[src/rtl/y_row_writer_pkg.sv]
// Shared Y-memory definitions: geometry, index-line pointer layout and the row-writer state set.
package y_row_writer_pkg;

   localparam int unsigned ADDR_W       = 11;
   localparam int unsigned LINE_W       = 256;
   localparam int unsigned PTR_PER_LINE = 16;
   localparam int unsigned PTR_W        = 16;

   localparam logic [15:0] Y_STREAM_ROW = 16'hFFFF;
   localparam logic [10:0] Y_UNMAPPED   = 11'h7FF;

   typedef enum logic [2:0] {
      IDLE     = 3'd0,
      RD_IDX   = 3'd1,
      WAIT_IDX = 3'd2,
      WR0      = 3'd3,
      WR1      = 3'd4,
      DONE     = 3'd5
   } yRwState_t;

endpackage

[src/rtl/y_ptr_select.sv]
// Picks one 16-bit pointer slot out of an index line and returns its line-address bits.
module y_ptr_select #(
   parameter int unsigned LINE_W = 256,
   parameter int unsigned ADDR_W = 11
) (
   input  logic [LINE_W-1:0] line,
   input  logic [3:0]        slot,
   output logic [ADDR_W-1:0] ptr
);
   import y_row_writer_pkg::*;

   // Upper bits of each slot are reserved; only the address bits are taken.
   always_comb begin
      ptr = line[slot*PTR_W +: ADDR_W];
   end

endmodule

[src/rtl/y_row_writer.sv]
// Writes a two-line Y row either through the per-row index table or to a sequential stream pointer.
module y_row_writer #(
   parameter int unsigned ADDR_W = y_row_writer_pkg::ADDR_W,
   parameter int unsigned LINE_W = y_row_writer_pkg::LINE_W
) (
   input  logic              clock,
   input  logic              reset,
   input  logic              yRW_start,
   output logic              yRW_ready,
   input  logic [15:0]       yRW_rowNum,
   input  logic [LINE_W-1:0] yRW_line0,
   input  logic [LINE_W-1:0] yRW_line1,
   output logic [ADDR_W-1:0] mem_addr,
   output logic              mem_rdEn,
   input  logic [LINE_W-1:0] mem_rdData,
   output logic              mem_wrEn,
   output logic [LINE_W-1:0] mem_wrData,
   output logic              yRW_done,
   output logic              yRW_err
);
   import y_row_writer_pkg::*;

   localparam logic [ADDR_W-1:0] UNMAPPED_ADDR = ADDR_W'(Y_UNMAPPED);

   yRwState_t         stateQ, stateD;
   logic [15:0]       rowNumQ, rowNumD;
   logic [LINE_W-1:0] line0Q, line0D, line1Q, line1D;
   logic [ADDR_W-1:0] ptrQ, ptrD, seqPtrQ, seqPtrD, idxPtr;
   logic              errQ, errD;

   logic [ADDR_W-1:0] addrD;
   logic [LINE_W-1:0] wrDataD;
   logic              rdEnD, wrEnD, doneD, errOutD, readyD;

   y_ptr_select #(
      .LINE_W(LINE_W),
      .ADDR_W(ADDR_W)
   ) uPtrSelect (
      .line(mem_rdData),
      .slot(rowNumQ[3:0]),
      .ptr (idxPtr)
   );

   always_comb begin : nextState
      stateD  = stateQ;
      rowNumD = rowNumQ;
      line0D  = line0Q;
      line1D  = line1Q;
      ptrD    = ptrQ;
      seqPtrD = seqPtrQ;
      errD    = errQ;
      case (stateQ)
         IDLE: begin
            if (yRW_start) begin
               rowNumD = yRW_rowNum;
               line0D  = yRW_line0;
               line1D  = yRW_line1;
               errD    = 1'b0;
               if (yRW_rowNum == Y_STREAM_ROW) begin
                  ptrD   = seqPtrQ;
                  stateD = WR0;
               end else begin
                  stateD = RD_IDX;
               end
            end
         end
         RD_IDX:   stateD = WAIT_IDX;
         WAIT_IDX: begin
            ptrD = idxPtr;
            if (idxPtr == UNMAPPED_ADDR) begin
               errD   = 1'b1;
               stateD = DONE;
            end else begin
               stateD = WR0;
            end
         end
         WR0:      stateD = WR1;
         WR1: begin
            stateD = DONE;
            if (rowNumQ == Y_STREAM_ROW) seqPtrD = seqPtrQ + ADDR_W'(2);
         end
         DONE:     stateD = IDLE;
         default:  stateD = IDLE;
      endcase
   end

   // Outputs are decoded from the next state so every port comes straight off a flop.
   always_comb begin : nextOutputs
      addrD   = UNMAPPED_ADDR;
      wrDataD = '0;
      case (stateD)
         RD_IDX: addrD = ADDR_W'(rowNumD[14:4]);
         WR0: begin
            addrD   = ptrD;
            wrDataD = line0D;
         end
         WR1: begin
            addrD   = ptrD + ADDR_W'(1);
            wrDataD = line1D;
         end
         default: ;
      endcase
      rdEnD   = (stateD == RD_IDX);
      wrEnD   = (stateD == WR0) || (stateD == WR1);
      doneD   = (stateD == DONE);
      errOutD = (stateD == DONE) && errD;
      readyD  = (stateD == IDLE);
   end

   always_ff @(posedge clock) begin
      if (reset) begin
         stateQ     <= IDLE;
         rowNumQ    <= '0;
         line0Q     <= '0;
         line1Q     <= '0;
         ptrQ       <= '0;
         seqPtrQ    <= '0;
         errQ       <= 1'b0;
         mem_addr   <= UNMAPPED_ADDR;
         mem_wrData <= '0;
         mem_rdEn   <= 1'b0;
         mem_wrEn   <= 1'b0;
         yRW_done   <= 1'b0;
         yRW_err    <= 1'b0;
         yRW_ready  <= 1'b1;
      end else begin
         stateQ     <= stateD;
         rowNumQ    <= rowNumD;
         line0Q     <= line0D;
         line1Q     <= line1D;
         ptrQ       <= ptrD;
         seqPtrQ    <= seqPtrD;
         errQ       <= errD;
         mem_addr   <= addrD;
         mem_wrData <= wrDataD;
         mem_rdEn   <= rdEnD;
         mem_wrEn   <= wrEnD;
         yRW_done   <= doneD;
         yRW_err    <= errOutD;
         yRW_ready  <= readyD;
      end
   end

endmodule

[config.mk]
export PLATFORM = sky130hd
export DESIGN_NAME = y_row_writer
export DESIGN_NICKNAME = d
export VERILOG_FILES = /design/src/rtl/y_row_writer_pkg.sv /design/src/rtl/y_ptr_select.sv /design/src/rtl/y_row_writer.sv
export SDC_FILE = /design/constraint.sdc
export NUM_CORES = 1
export LEC_CHECK = 0
export ABC_AREA = 1
export BUFFER_PORTS_ARGS = -buffer_cell sky130_fd_sc_hd__buf_4
export CAP_MARGIN = 10
export CORE_AREA = 2 2 410 412
export CTS_CLUSTER_DIAMETER = 30
export DETAILED_ROUTE_END_ITERATION = 10
export DIE_AREA = 0 0 412 414
export PLACE_DENSITY = 0.32
export SYNTH_ARGS = -nofsm -noshare
export SYNTH_HDL_FRONTEND = slang
export SYNTH_SLANG_ARGS = --single-unit
[constraint.sdc]
create_clock -name clock -period 2.69 [get_ports clock]
set_clock_uncertainty 0.2 [all_clocks]
set_input_delay 0.269 -clock clock [delete_from_list [all_inputs] [get_ports clock]]
set_output_delay 0.269 -clock clock [all_outputs]
set_load 0.03 [all_outputs]
### Yosys cells after proc, flatten, opt, wreduce, memory -nomap -nowiden

Index checks and enable logic that the tools add are counted.
W data, S select, Z words.

| cells by class | value |
|---|---|
| add/sub/neg operators | 2 |
| equality and inequality tests | 11 |
| shifts and indexed selects | 1 |
| mux-type cells | 18 |
| reductions and logical operators | 6 |

Operators by type and width:

| kind | number |
|---|---|
| $mux W256 | 4 |
| $pmux W256 S2 | 1 |
| $shiftx A256 B9 Y11 | 1 |
| $pmux W11 S3 | 1 |
| $eq A16 B16 Y1 const B | 2 |
| $mux W15 | 2 |
| $mux W11 | 2 |
| $pmux W11 S2 | 1 |
| $pmux W3 S5 | 1 |
| $add A11 B1 Y11 const B | 1 |
| $add A11 B2 Y11 const B | 1 |
| $eq A11 B11 Y1 const B | 1 |
| $eq A3 B2 Y1 const B | 3 |
| $eq A3 B3 Y1 const B | 3 |
| $eq A3 B1 Y1 const B | 2 |
| $logic_not A3 Y1 | 2 |
| $mux W3 | 2 |
| $reduce_and A2 Y1 | 2 |
| $mux W1 | 2 |
| $mux W2 | 1 |
| $pmux W1 S2 | 1 |
| $logic_and A1 B1 Y1 | 1 |
| $logic_or A1 B1 Y1 | 1 |

| word-level totals | value |
|---|---|
| register bits | 826 |
| input bits | 787 |
| output and inout bits | 272 |
| logic and storage cells | 53 |

### Depth between registers and ports, before layout

| depth | value |
|---|---|
| depth in word-level cells | 6 |
| depth in mapped cells | 22 |
| gate-level depth less buffers | 18 |

### Hierarchy

A second synthesis with hierarchy kept.

| second synthesis, totals | value |
|---|---|
| cells, all modules | 3,391 |
| area, all modules | 30,762.0 um^2 |

Modules (own cells, without submodules):

| module | instances | cells an instance | area each (um^2) | sequential area each (um^2) |
|---|---|---|---|---|
| y_row_writer | 1 | 2,858 | 28,524.9 | 16,515.8 |
| y_ptr_select | 1 | 533 | 2,237.1 | 0.0 |

### Worst setup path after synthesis

No wires, ideal clock.

| timing | value |
|---|---|
| path kind | reg2reg |
| from | register rowNumQ[0] |
| to | register mem_wrData[169] |
| library setup time | 0.117 ns |
| data arrival time | 2.150 ns |
| data required time | 2.373 ns |
| path slack | 0.223 ns |
| stages on the path, launching flop included | 19 |
| path buffers | 5 |
| clock period less this slack | 2.467 ns |
| cells stage by stage | dfxtp_1 buf_4 buf_6 buf_2 nor2_1 nor2_1 nor2_1 nand2_1 nand2_1 nand2_1 nor2_1 nand3_2 nand2_2 nand2_1 nand2_1 inv_2 buf_2 buf_6 a22o_1 |

| on the way | value |
|---|---|
| cells in the longest elaborated chain, start to end | 6 |
| elaborated cells between the ends (all ways) | 7 |
| classes of those cells | eq/ne (3); shift (1); mux (3) |

RTL lines:

| item | line | source |
|---|---|---|
| start: declaration | y_row_writer.sv:26 | `logic [15:0] rowNumQ, rowNumD;` |
| start signal: assignment | y_row_writer.sv:128 | `rowNumQ <= rowNumD;` |
| $shiftx A256 B9 Y11 * | y_ptr_select.sv:14 | `ptr = line[slot*PTR_W +: ADDR_W];` |
| $eq A11 B11 Y1 * | y_row_writer.sv:70 | `if (idxPtr == UNMAPPED_ADDR) begin` |
| $mux W3 * | y_row_writer.sv:70 |  |
| $pmux W3 S5 * | y_row_writer.sv:52 | `case (stateQ)` |
| $eq A3 B3 Y1 / $eq A3 B2 Y1 (equally long branches) | y_row_writer.sv:91 | `case (stateD)` |
| $pmux W256 S2 * | y_row_writer.sv:91 |  |
| end signal: assignment | y_row_writer.sv:135 | `mem_wrData <= wrDataD;` |
| end: declaration | y_row_writer.sv:17 | `output logic [LINE_W-1:0] mem_wrData,` |

Every way passes the cells marked *; elsewhere a longest branch is shown, timed or not.
A chain may end at the register's enable or synchronous reset.

### Worst setup path in the final report

| timing | value |
|---|---|
| from | register rowNumQ[0] |
| to | register mem_wrData[202] |

Same word-level chain as after synthesis.

==> results.md <==
- Period utilization: 1.10
- Most common cell after layout, fill and taps aside: buf_4
- Setup WS post-layout: -0.263 ns
- Via count: between 30,000 and 40,000
- Largest net degree at the start of global routing: 65
- Dpl hpwl: approximately 110,000 um
- Die W: 412 um
- Vias in the first global route: roughly 34,000
- Combinational power share: 0.177
- Sw Share: 0.255
- Drt via density: between 3 and 4
- Clock network power share: 0.567
- Clock Sinks: just over 800
- Port buffer count: ~980
- Global-route wire length before repair: approximately 220,000 um
- Clk buf depth: 4
- Total global-route track usage: 0.176
- Crit path max fanout: 16
- Count of different cell masters after synthesis: 35
- Total CTS buffers: between 200 and 300
- Core Region: 166,000 um2
- Nets@finish: 6,347
- Flop pwr share: 0.257
- R2R setup slack: -0.26 ns
- WL final: about 160,000 um
- Worst r2r src: rowNumQ[0]$_SDFFE_PP0P_
- Site Rows: 150
- Die ar.: 171,000 um2
- Max_cap viols: 0
- Most frequent cells in the layout: buf_4 (1,161), dlygate4sd3_1 (872), nor2_1 (825)
- Syn nets: 4,131
- Worst Path Arrival: 3.55 ns
- FF-to-FF End: mem_wrData[202]$_SDFF_PP0_
- Psw: roughly 0.014 W
- Post-DRT Antenna Nets: 0
- Async SR Flop Fraction: 0
- RSZ-0062 raised after global routing: yes
- # setup viols final: 270
- RD Place Congestion: 0.820
- Internal power: approximately 0.04 W
- Reg clk slew, reported paths: roughly 0.04 ns
- Synthesis Warnings: 0
- Post-Synthesis Cells: around 3,300
- Post-Synth Adder-Cell Area: 0.000828
- Fin Setup TNS: -50.88 ns
- Share of the synthesized area in the top cell type: 0.547
- # H-tree levels: 5
- WL/cell: 19.6 um
- Largest area contributor in the synthesized netlist: dfxtp_1
- Fillcell total: 17,100
- Fraction of layout cells with a size suffix above 1: 0.321
- Height of the die: 414 um
- Pwr Density: between 800 and 900 nW/um2
- Area Overhead vs Synth: 103%
- Mapped Area: between 30,000 and 40,000 um2
- Failing checks: setup timing
- Peak supply drop: ~0.00065 V
- Relative slew slack: 0.683
- Iteration-0 DRC count of the detailed router: 1,177
- Worst Path Class, Setup: reg2reg
- Min Tclk post-route: between 2 and 3 ns
- Root Buffer: clkbuf_16
- Number of synthesized register bits: around 830
- I/O Pins: about 1,100
- Top FF cell, synth: dfxtp_1
- TritonRoute pass-1 iters: 5
- Hold Path Class: in2reg
- DR DRC count: 0
- Maximum clock rate: between 300 and 400 MHz
- TritonCTS clock tree: yes
- WP data required: 3.28 ns
- Cell count of the worst reg-to-reg path: 19
- Compound-Gate Fraction of Synth Area: 0.120
- Crit path capture: mem_wrData[202]$_SDFF_PP0_
- Leak: around 28 nW
- Initial core utilization: 0.182
- Xor and xnor area share after synthesis: 0.00116
- Post-synth EDFFs: 0
- Final core utilization: 0.369
- Final hold viol count: 0
- Clock latency on the worst-skew pair: ~0.86 ns
- Slew @ Worst Pin: about 0.47 ns
- Crit end category: register
- WHS: roughly 0.062 ns
- Syn Area/Cell: 9.04 um2
- Top cells by area, synth: dfxtp_1 (55%), nor2_1 (11%), mux2i_1 (10%)
- Initial antenna violation count: 42
- Mux share of post-synthesis cell area: 0.103
- Crit start category: register
- Max-slew violation count: 0
- Simple-gate share of the synthesized area: 0.175
- Sequential fraction of the synthesis area: 0.547
- Remaining Overflow, GRT: 0
- Worst setup startpoint: rowNumQ[0]$_SDFFE_PP0P_
- Outcome: finished, violations left
- Largest family of logic cells by synthesized area: simple AND/OR/NAND/NOR gates
power groups by stage:
stage | Combinational [W] | Sequential (W) | Clock [W]
after floorplan | 0.00351 | 0.0144 | 0
after global placement | 0.00754 | 0.0140 | 0
after detailed placement | 0.00754 | 0.0140 | 0
after CTS | 0.00936 | 0.0138 | 0.0312
after global routing | 0.0103 | 0.0139 | 0.0319
final | 0.00952 | 0.0138 | 0.0305
layer usage:
metal	global-route usage	up-vias	routed length [um]
li1	-	15700	-
met1	0.214	15000	67900
met2	0.296	889	74500
met3	0.0570	245	10200
met4	0.0488	42	3060
met5	0	-	259
worst max-delay path: stages, from the launching register on:
cell	delay, ns
dfxtp_4	0.38
inv_6	0.08
buf_12	0.15
buf_12	0.14
buf_4	0.11
a21oi_1	0.05
nor2_1	0.20
nand2_1	0.10
nand2_1	0.08
nand2_2	0.07
nor2_4	0.12
nand3_4	0.11
buf_6	0.14
nand2_2	0.05
nand2_2	0.06
nor2_4	0.14
buf_12	0.15
buf_12	0.20
buf_16	0.20
a22o_1	0.14
worst min-delay path by stage:
stage | start | to | slack, ns | cells after the start
floorplan | seqPtrQ[10]$_SDFFE_PP0P_ | seqPtrQ[10]$_SDFFE_PP0P_ | 0.23 | 2
global route | yRW_line1[182] | line1Q[182]$_SDFF_PP0_ | 0.02 | 4
global placement | rowNumQ[15]$_SDFFE_PP0P_ | rowNumQ[15]$_SDFFE_PP0P_ | 0.26 | 2
detailed placement | rowNumQ[15]$_SDFFE_PP0P_ | rowNumQ[15]$_SDFFE_PP0P_ | 0.27 | 2
CTS | yRW_line0[66] | line0Q[66]$_SDFF_PP0_ | 0.0001 | 4
finish | yRW_line1[143] | line1Q[143]$_SDFF_PP0_ | 0.06 | 4
cells in the mapped netlist, types with 4 or more instances:
master    number
nand3b_1       7
a22o_1       256
buf_6         31
nor2_1       853
dfxtp_1      825
xor2_1         4
nand3_1       86
nor3_1        11
buf_4         11
a21oi_1       24
inv_1         85
or2_2          9
clkbuf_1     120
inv_2          4
o21ai_0      237
mux2i_1      312
nand4_1        6
buf_2         70
nand2_1      362
registers in the layout (all words and copies together), names as in the netlist:
register / cells
line1Q: 256
yRW_ready: 1
yRW_done: 1
yRW_err: 1
mem_wrEn: 1
line0Q: 256
stateQ: 3
errQ: 1
ptrQ: 11
seqPtrQ: 10
mem_addr: 11
mem_wrData: 256
rowNumQ: 16
mem_rdEn: 1
repair_timing:
action,4_1_cts,5_1_grt
hold buffers,872,0
endpoints found under the hold margin,825,0
setup buffers,50,14
resized for setup,168,75
setup endpoints to repair,270,300
pin swaps,50,48
gates cloned,24,16
per-stage QoR:
step                setup WS, ns  total power, W  instance area [um2]  cells
finish                    -0.263          0.0539                61400   7967
detailed placement        -0.543          0.0216                41500   6516
floorplan                  0.223          0.0179                30200   3342
global route              -0.393          0.0562                61400   7962
global placement          -0.515          0.0216                41500   6516
CTS                       -0.208          0.0544                60700   7920
logic make-up after synthesis:
family / after synthesis
AOI/OAI and AO/OA: 527
adders and majority gates: 2
xor gates and xnor gates: 4
DFF: 825
and+or+nand+nor: 1346
buffers and inverters: 326
muxes: 312
area by class of cell:
type	count	area [um2]	share of cell area
Clock buffer	396	8160	0.133
Sequential cell	825	16500	0.269
Antenna cell	24	60.1	0.000979
Timing Repair Buffer	2168	20100	0.328
Multi-Input combinational cell	2191	12600	0.205
Timing Repair inverter	3	56.3	0.000917
Inverter	91	380	0.00620
Tap cell	2204	2760	0.0449
Clock inverter	65	769	0.0125
Note: power is estimated with default switching activity, not from simulation.
